===== src/rtl/control_pkg.sv =====
// Shared definitions for the pipelined RV32I control unit: opcodes, ULA
// operation classes and the per-stage control bundle.
package control_pkg;

    localparam int CTRL_RD_W = 5;
    localparam int CTRL_OP_W = 2;

    localparam logic [6:0] OP_R      = 7'b0110011;
    localparam logic [6:0] OP_I      = 7'b0010011;
    localparam logic [6:0] OP_LOAD   = 7'b0000011;
    localparam logic [6:0] OP_STORE  = 7'b0100011;
    localparam logic [6:0] OP_BRANCH = 7'b1100011;
    localparam logic [6:0] OP_LUI    = 7'b0110111;
    localparam logic [6:0] OP_AUIPC  = 7'b0010111;
    localparam logic [6:0] OP_JAL    = 7'b1101111;

    localparam logic [CTRL_OP_W-1:0] ULA_OP_ADD    = 2'b00;
    localparam logic [CTRL_OP_W-1:0] ULA_OP_BRANCH = 2'b01;
    localparam logic [CTRL_OP_W-1:0] ULA_OP_R      = 2'b10;
    localparam logic [CTRL_OP_W-1:0] ULA_OP_I      = 2'b11;

    typedef struct packed {
        logic                 mux_ula;
        logic [CTRL_OP_W-1:0] ula_op;
        logic                 branch;
        logic                 jump;
        logic                 mem_rd;
        logic                 mem_wr;
        logic                 reg_wr;
        logic                 mux_reg_wr;
        logic [CTRL_RD_W-1:0] rd;
    } ctrl_t;

    localparam ctrl_t CTRL_NOP = '0;

endpackage


===== src/rtl/control_decode.sv =====
// Combinational ID-stage decoder: instruction -> control bundle, source
// register usage flags and illegal-opcode detection.
module control_decode
    import control_pkg::*;
#(
    parameter int INSTR_W    = 32,
    parameter int REG_ADDR_W = 5
) (
    input  logic                  id_valid,
    input  logic [INSTR_W-1:0]    instruction,
    output ctrl_t                 ctrl,
    output logic                  use_rs1,
    output logic                  use_rs2,
    output logic [REG_ADDR_W-1:0] rs1,
    output logic [REG_ADDR_W-1:0] rs2,
    output logic                  illegal
);

    logic [6:0]            opcode;
    logic [REG_ADDR_W-1:0] rd_field;
    logic                  unused_bits;

    assign opcode      = instruction[6:0];
    assign rd_field    = instruction[11:7];
    assign rs1         = instruction[19:15];
    assign rs2         = instruction[24:20];
    assign unused_bits = ^{instruction[INSTR_W-1:25], instruction[14:12]};

    always_comb begin
        ctrl    = CTRL_NOP;
        use_rs1 = 1'b0;
        use_rs2 = 1'b0;
        illegal = 1'b0;
        if (id_valid) begin
            case (opcode)
                OP_R: begin
                    ctrl.ula_op     = ULA_OP_R;
                    ctrl.reg_wr     = 1'b1;
                    ctrl.mux_reg_wr = 1'b1;
                    ctrl.rd         = rd_field;
                    use_rs1         = 1'b1;
                    use_rs2         = 1'b1;
                end
                OP_I: begin
                    ctrl.mux_ula    = 1'b1;
                    ctrl.ula_op     = ULA_OP_I;
                    ctrl.reg_wr     = 1'b1;
                    ctrl.mux_reg_wr = 1'b1;
                    ctrl.rd         = rd_field;
                    use_rs1         = 1'b1;
                end
                OP_LOAD: begin
                    ctrl.mux_ula = 1'b1;
                    ctrl.ula_op  = ULA_OP_ADD;
                    ctrl.mem_rd  = 1'b1;
                    ctrl.reg_wr  = 1'b1;
                    ctrl.rd      = rd_field;
                    use_rs1      = 1'b1;
                end
                OP_STORE: begin
                    ctrl.mux_ula = 1'b1;
                    ctrl.ula_op  = ULA_OP_ADD;
                    ctrl.mem_wr  = 1'b1;
                    use_rs1      = 1'b1;
                    use_rs2      = 1'b1;
                end
                OP_BRANCH: begin
                    ctrl.ula_op = ULA_OP_BRANCH;
                    ctrl.branch = 1'b1;
                    use_rs1     = 1'b1;
                    use_rs2     = 1'b1;
                end
                OP_LUI, OP_AUIPC: begin
                    ctrl.mux_ula    = 1'b1;
                    ctrl.ula_op     = ULA_OP_ADD;
                    ctrl.reg_wr     = 1'b1;
                    ctrl.mux_reg_wr = 1'b1;
                    ctrl.rd         = rd_field;
                end
                OP_JAL: begin
                    ctrl.mux_ula    = 1'b1;
                    ctrl.ula_op     = ULA_OP_ADD;
                    ctrl.jump       = 1'b1;
                    ctrl.reg_wr     = 1'b1;
                    ctrl.mux_reg_wr = 1'b1;
                    ctrl.rd         = rd_field;
                end
                default: illegal = 1'b1;
            endcase
        end
        // Writes to x0 are architecturally discarded, so never request one.
        if (ctrl.rd == '0) ctrl.reg_wr = 1'b0;
    end

endmodule


===== src/rtl/control_pipe.sv =====
// Pipelined control unit: decodes ID, carries the bundle through EX/MEM/WB,
// stalls on load-use and zeroes the next EX bundle on a resolved branch/jump.
module control_pipe
    import control_pkg::*;
#(
    parameter int INSTR_W    = 32,
    parameter int REG_ADDR_W = 5,
    parameter int ULA_OP_W   = 2,
    parameter int HAZARD_EN  = 1
) (
    input  logic                  clk,
    input  logic                  rst_n,
    input  logic                  id_valid,
    input  logic [INSTR_W-1:0]    instruction,
    input  logic                  ex_flush,
    output logic                  id_stall,
    output logic                  ex_mux_ula,
    output logic [ULA_OP_W-1:0]   ex_ula_op,
    output logic                  ex_branch,
    output logic                  ex_jump,
    output logic [REG_ADDR_W-1:0] ex_rd,
    output logic                  mem_rd,
    output logic                  mem_wr,
    output logic [REG_ADDR_W-1:0] mem_rd_addr,
    output logic                  wb_reg_wr,
    output logic                  wb_mux_reg_wr,
    output logic [REG_ADDR_W-1:0] wb_rd,
    output logic                  illegal
);

    ctrl_t                 id_ctrl;
    ctrl_t                 ex_q;
    ctrl_t                 mem_q;
    ctrl_t                 wb_q;
    logic                  use_rs1;
    logic                  use_rs2;
    logic [REG_ADDR_W-1:0] rs1;
    logic [REG_ADDR_W-1:0] rs2;
    logic                  load_use;
    logic                  unused_fields;

    control_decode #(
        .INSTR_W    (INSTR_W),
        .REG_ADDR_W (REG_ADDR_W)
    ) u_decode (
        .id_valid    (id_valid),
        .instruction (instruction),
        .ctrl        (id_ctrl),
        .use_rs1     (use_rs1),
        .use_rs2     (use_rs2),
        .rs1         (rs1),
        .rs2         (rs2),
        .illegal     (illegal)
    );

    assign load_use = (HAZARD_EN != 0) && id_valid && ex_q.mem_rd && (ex_q.rd != '0)
                    && ((use_rs1 && (rs1 == ex_q.rd)) || (use_rs2 && (rs2 == ex_q.rd)));

    // A flush discards the ID instruction anyway, so holding fetch would be wrong.
    assign id_stall = load_use && !ex_flush;

    always_ff @(posedge clk) begin
        if (!rst_n) begin
            ex_q  <= CTRL_NOP;
            mem_q <= CTRL_NOP;
            wb_q  <= CTRL_NOP;
        end else begin
            ex_q  <= (ex_flush || load_use) ? CTRL_NOP : id_ctrl;
            mem_q <= ex_q;
            wb_q  <= mem_q;
        end
    end

    assign ex_mux_ula    = ex_q.mux_ula;
    assign ex_ula_op     = ex_q.ula_op;
    assign ex_branch     = ex_q.branch;
    assign ex_jump       = ex_q.jump;
    assign ex_rd         = ex_q.rd;
    assign mem_rd        = mem_q.mem_rd;
    assign mem_wr        = mem_q.mem_wr;
    assign mem_rd_addr   = mem_q.rd;
    assign wb_reg_wr     = wb_q.reg_wr;
    assign wb_mux_reg_wr = wb_q.mux_reg_wr;
    assign wb_rd         = wb_q.rd;

    // Each stage only consumes its own slice of the bundle.
    assign unused_fields = ^{ex_q, mem_q, wb_q};

endmodule


===== config.mk =====
export PLATFORM = sky130hd
export DESIGN_NAME = control_pipe
export DESIGN_NICKNAME = d
export VERILOG_FILES = /design/src/rtl/control_pkg.sv /design/src/rtl/control_decode.sv /design/src/rtl/control_pipe.sv
export SDC_FILE = /design/constraint.sdc
export NUM_CORES = 1
export LEC_CHECK = 0
export CAP_MARGIN = 15
export CORE_ASPECT_RATIO = 1.4
export CORE_MARGIN = 5
export CORE_UTILIZATION = 35
export CTS_CLUSTER_SIZE = 25
export DETAILED_ROUTE_END_ITERATION = 10
export GPL_ROUTABILITY_DRIVEN = 0
export PLACE_DENSITY = 0.75
export SYNTH_ARGS = -nofsm -noshare
export SYNTH_HDL_FRONTEND = slang
export SYNTH_SLANG_ARGS = --single-unit

===== constraint.sdc =====
create_clock -name clk -period 1.6 [get_ports clk]
set_input_delay 0.48 -clock clk [delete_from_list [all_inputs] [get_ports clk]]
set_output_delay 0.48 -clock clk [all_outputs]
set_load 0.01 [all_outputs]

# Word-level counts from Yosys, hierarchy flattened
# Cells that the tools add are included.
[totals]
reg_bits = 30
inputBits = 36
output_inout_bits = 26
elab_cells = 65
[op_classes]
eq_ne = 10
n_mux = 16
bitwise_logic = 2
reduce_logical = 20
[op_table]
columns = ["op", "n"]
rows = [
  ["equality test 7 x 6 -> 1 bit (second input constant)", 3],
  ["equality test 7 x 5 -> 1 bit (second input constant)", 2],
  ["equality test 7 bit (second input constant)", 2],
  ["two-way mux 1 bit", 13],
  ["OR reduction 6 bit", 2],
  ["equality test 5 bit", 2],
  ["two-way mux 5 bit", 2],
  ["OR reduction 5 bit", 2],
  ["OR reduction 8 bit", 1],
  ["equality test 7 x 2 -> 1 bit (second input constant)", 1],
  ["logical AND 1 bit", 6],
  ["case mux 2 bit (3 select lines)", 1],
  ["OR reduction 3 bit", 2],
  ["zero test 5 bit", 1],
  ["nonzero test 5 bit", 1],
  ["OR reduction 4 bit", 1],
  ["logical OR 1 bit", 2],
  ["NOT 1 bit", 2],
  ["OR reduction 2 bit", 1],
  ["zero test 1 bit", 1],
]

# Logic depth before layout (Yosys ltp)
[depth]
word_depth = 9
mapped_depth = 6
ltp_nobuf = 5

# Modules after synthesis
# From an unflattened synthesis, not the netlist that was laid out.
[hier_totals]
hier_cells = 160
hier_area_um2 = 1481.4
[by_module_without_submodules]
columns = ["mod", "n_inst", "cells_each", "area_each_um2", "seq_area_each_um2"]
rows = [
  ["control_pipe", 1, 109, 1144.8, 600.6],
  ["control_decode", 1, 51, 336.6, 0.0],
]

# Worst setup path after synthesis
# No wires, ideal clock.
[synth_timing]
path_kind = "input -> output"
start = "in instruction[24]"
end = "out id_stall"
t_arrival_ps = 1384
t_required_ps = 1120
slack_ps = -264
path_stages = 4
n_path_buf = 0
path_cell_list = "xor2_1 -> nor4_1 -> a32oi_1 -> nor4_1"
[synth_between]
elab_chain_cells = 5
[synth_rtl]
columns = ["item", "line", "text"]
rows = [
  ["from (decl)", "control_pipe.sv:14", "input logic [INSTR_W-1:0] instruction,"],
  ["equality test 5 bit", "control_pipe.sv:57", "&& ((use_rs1 && (rs1 == ex_q.rd)) || (use_rs2 && (rs2 == ex_q.rd)));"],
  ["logical AND 1 bit", "control_pipe.sv:57", ""],
  ["logical OR 1 bit", "control_pipe.sv:57", ""],
  ["logical AND 1 bit", "control_pipe.sv:57", ""],
  ["logical AND 1 bit", "control_pipe.sv:60", "assign id_stall = load_use && !ex_flush;"],
  ["to (decl)", "control_pipe.sv:16", "output logic id_stall,"],
]
# Every way passes these cells.

# Final worst setup path
[layout_timing]
start = "reg ex_q, in the netlist ex_rd[1]"
end = "out id_stall"
[layout_between]
elab_chain_cells = 5
elab_cells_between_ends = 9
classes_between = "eq/ne (2); reduce/logical (7)"
[layout_rtl]
columns = ["item", "line", "text"]
rows = [
  ["from (decl)", "control_pipe.sv:32", "ctrl_t ex_q;"],
  ["from (signal assigned)", "control_pipe.sv:68", "ex_q <= (ex_flush || load_use) ? CTRL_NOP : id_ctrl;"],
  ["equality test 5 bit", "control_pipe.sv:57", ""],
  ["logical AND 1 bit", "control_pipe.sv:57", ""],
  ["logical OR 1 bit", "control_pipe.sv:57", ""],
  ["logical AND 1 bit (*)", "control_pipe.sv:57", ""],
  ["logical AND 1 bit (*)", "control_pipe.sv:60", ""],
]
# Mark *: on every way between the ends. The rest lies on a longest branch, timed or not.

==> flow_metrics.tcl <==
set metrics [dict create \
    ios 62 \
    synth_cell_types 31 \
    final_core_util_pct 67.5 \
    ir_worst_vdd_mv 0.627 \
    startpoint "ex_rd[1]" \
    wl_per_cell_um 15.7 \
    final_common_cell "buf_4" \
    wl_met1_mm 1.37 \
    htree_levels 2 \
    max-slew-margin-rel_pct 80.2 \
    max_cap_violations 0 \
    vias 1253 \
    setup_viol 15 \
    synth_nets 161 \
    firstDrtPassIters 4 \
    violations "negative setup slack" \
    hold_buffers 0 \
    rsz0062_at_grt "yes" \
    drive_gt1_share_pct 48.4 \
    ys_warn_count 0 \
    yosysSeqAreaShare_pct 49.2 \
    final-hold-violation-count 0 \
    clk_path_buf_depth 2 \
    cp_slowest_cell "or4_4" \
    power_uw 1660 \
    overflow 0 \
    grt_pass1_vias 1233 \
    worstMarginPinSlew_ns 0.294 \
    path_clk_slew_ns 0.06 \
    finalClockSkew_ns 0.00296 \
    worstSetupPathType "reg2out" \
    timing.final.crit_period_ns 2.11 \
    required_ns 1.12 \
    p_leak_uw 0.00108 \
    num_rows 25 \
    ant_nets 0 \
    cts_tree "yes" \
    met2_length_mm 2.18 \
    cts-buffers-inserted 5 \
    multi_input_area_um2 696 \
    grt_pass1_wl_mm 5.70 \
    setup_ws_ns -0.508 \
    syn_inst 125 \
    clock_latency_ns 0.28 \
    cpLargestDelayFamily "simple AND/OR/NAND/NOR gates" \
    finalInstanceArea_um2 2280 \
    ctsRootBufferMaster "clkbuf_8" \
    synthFlopType "dfxtp_1" \
    status "finished, violations left" \
    avgSynthCellArea_um2 9.77 \
    initial_core_util_pct 36.1 \
    io_buffers 51 \
    dr_wl_met3_um 240 \
    die_area_um2 4790 \
    grt_antenna_before_repair 0 \
    max_stage_delay_ns 0.56 \
    diodes 0 \
    placed_area_um2 1900 \
    slew_violations 0 \
    synth_area_um2 1220 \
    drt_iter0_drc 32 \
    seq_area_um2 604 \
    fmax_mhz 474 \
    hold_ws_ns 0.437 \
    final_cell_mix "buf_4 (32), dfxtp_1 (27), dlygate4sd2_1 (27)" \
    synth_enable_flop_cells 0 \
    wirelength_mm 3.97 \
    global_route.usage.total_pct 16.4 \
    timing.rr.start "ex_rd[1]" \
    min_from "mem_q[5]" \
    drc 0 \
    setup.worst_path.start_class "flip-flop" \
    topRoutingLayerUsed "met4" \
    layout.nets 248 \
    power_density_nw_per_um2 727 \
    die_w_um 59.9 \
    post-dp-hpwl_mm 2.51 \
    cp-end-kind "output pin" \
    synth-seq-cells 30 \
    worstPathBufferInverterCount 2 \
    async_reset_ff_share_pct 0 \
    die-height_um 79.9 \
    period_share_pct 132 \
    cp_max_fo 4 \
    dpl_worst_slack_ns -1.25 \
    nFillCells 250 \
    fp.coreArea_um2 3380 \
    area_delta_synth_final_pct 86.7 \
    clock_sinks 30 \
    hp-class "reg2reg" \
    critical_path.cell_chain "buf_6 > or4_4 > nor2_4 > nor4_2 > buf_2" \
    grt_max_degree 16 \
    vias_per_cell 4.95 \
    worstPathArrival_ns 1.63 \
]
==> state kept, by name, indices dropped and copies added, names as in the netlist, 2 cells and up <==
name	flops
ex_q	4
ex_rd	5
ex_ula_op	2
mem_q	2
mem_rd_addr	5
wb_rd	5
==> cell type report <==
| cell class | count | share of cell area (%) |
|---|---|---|
| flip-flops and latches | 30 | 26.5 |
| well taps | 40 | 2.20 |
| clock buffers | 8 | 4.83 |
| inverters | 1 | 0.165 |
| multi-input cells | 80 | 30.5 |
| repair buffers | 94 | 35.8 |
==> layer usage <==
metal  GRT usage [%]  vias up
li1                -      585
met1            15.3      592
met2            29.5       58
met3            4.69       18
met4            10.9        0
met5               0        -
==> worst reg2reg max path, stage by stage (launching register included) <==
cell,delay (ns)
dfxtp_2,0.33
buf_6,0.12
or4_4,0.56
nor2_4,0.13
buf_6,0.11
buf_6,0.08
nor3_4,0.04
buf_6,0.15
nor4_4,0.24
==> Yosys cell counts (2+ instances only) <==
master / n / share of area, %
dfxtp_1: 30 / 49
and2_1: 16 / 8.2
nor2_1: 13 / 4.0
buf_4: 12 / 7.4
xor2_1: 9 / 6.5
nand2_1: 7 / 2.2
nand3_1: 6 / 2.5
nor4_1: 4 / 2.0
o21ai_0: 3 / 1.2
a211oi_1: 2 / 1.2
nand4_1: 2 / 1.0
nor3_1: 2 / 0.82
==> metrics by stage <==
step                      instances  setup TNS (ns)
after CTS                       246           -4.30
after global routing            253           -4.18
after floorplan                 125          -0.159
after detailed placement        228          -12.01
final                           253           -3.20
after global placement          228          -11.52
==> timing repair <==
action	CTS	global route
setup buffers	10	10
setup endpoints to repair	39	18
resized for setup	110	27
pin swaps	15	11
==> cells by family (layout without fill, tap and decap cells) <==
logic type / Yosys count / in the layout / synth area share, %
simple gates: 60 / 60 / 28.5
flops: 30 / 30 / 49.2
buf+inv: 15 / 103 / 8.91
compound gates: 10 / 10 / 6.25
xor+xnor: 10 / 10 / 7.17
==> power by group <==
group,internal (uW),switching [uW]
clock,433,267
combinational,116,92.1
sequential,749,0.576
==> path summary, 6_finish.rpt <==
path | to | slack [ns] | depth (start not counted)
worst max-delay path | id_stall | -0.51 | 5
worst min-delay path | wb_mux_reg_wr | 0.44 | 1
worst max register to register | ex_ula_op[1] | -0.25 | 8
worst min register to register | wb_mux_reg_wr | 0.44 | 1
Note: power is estimated with default switching activity, not from simulation.
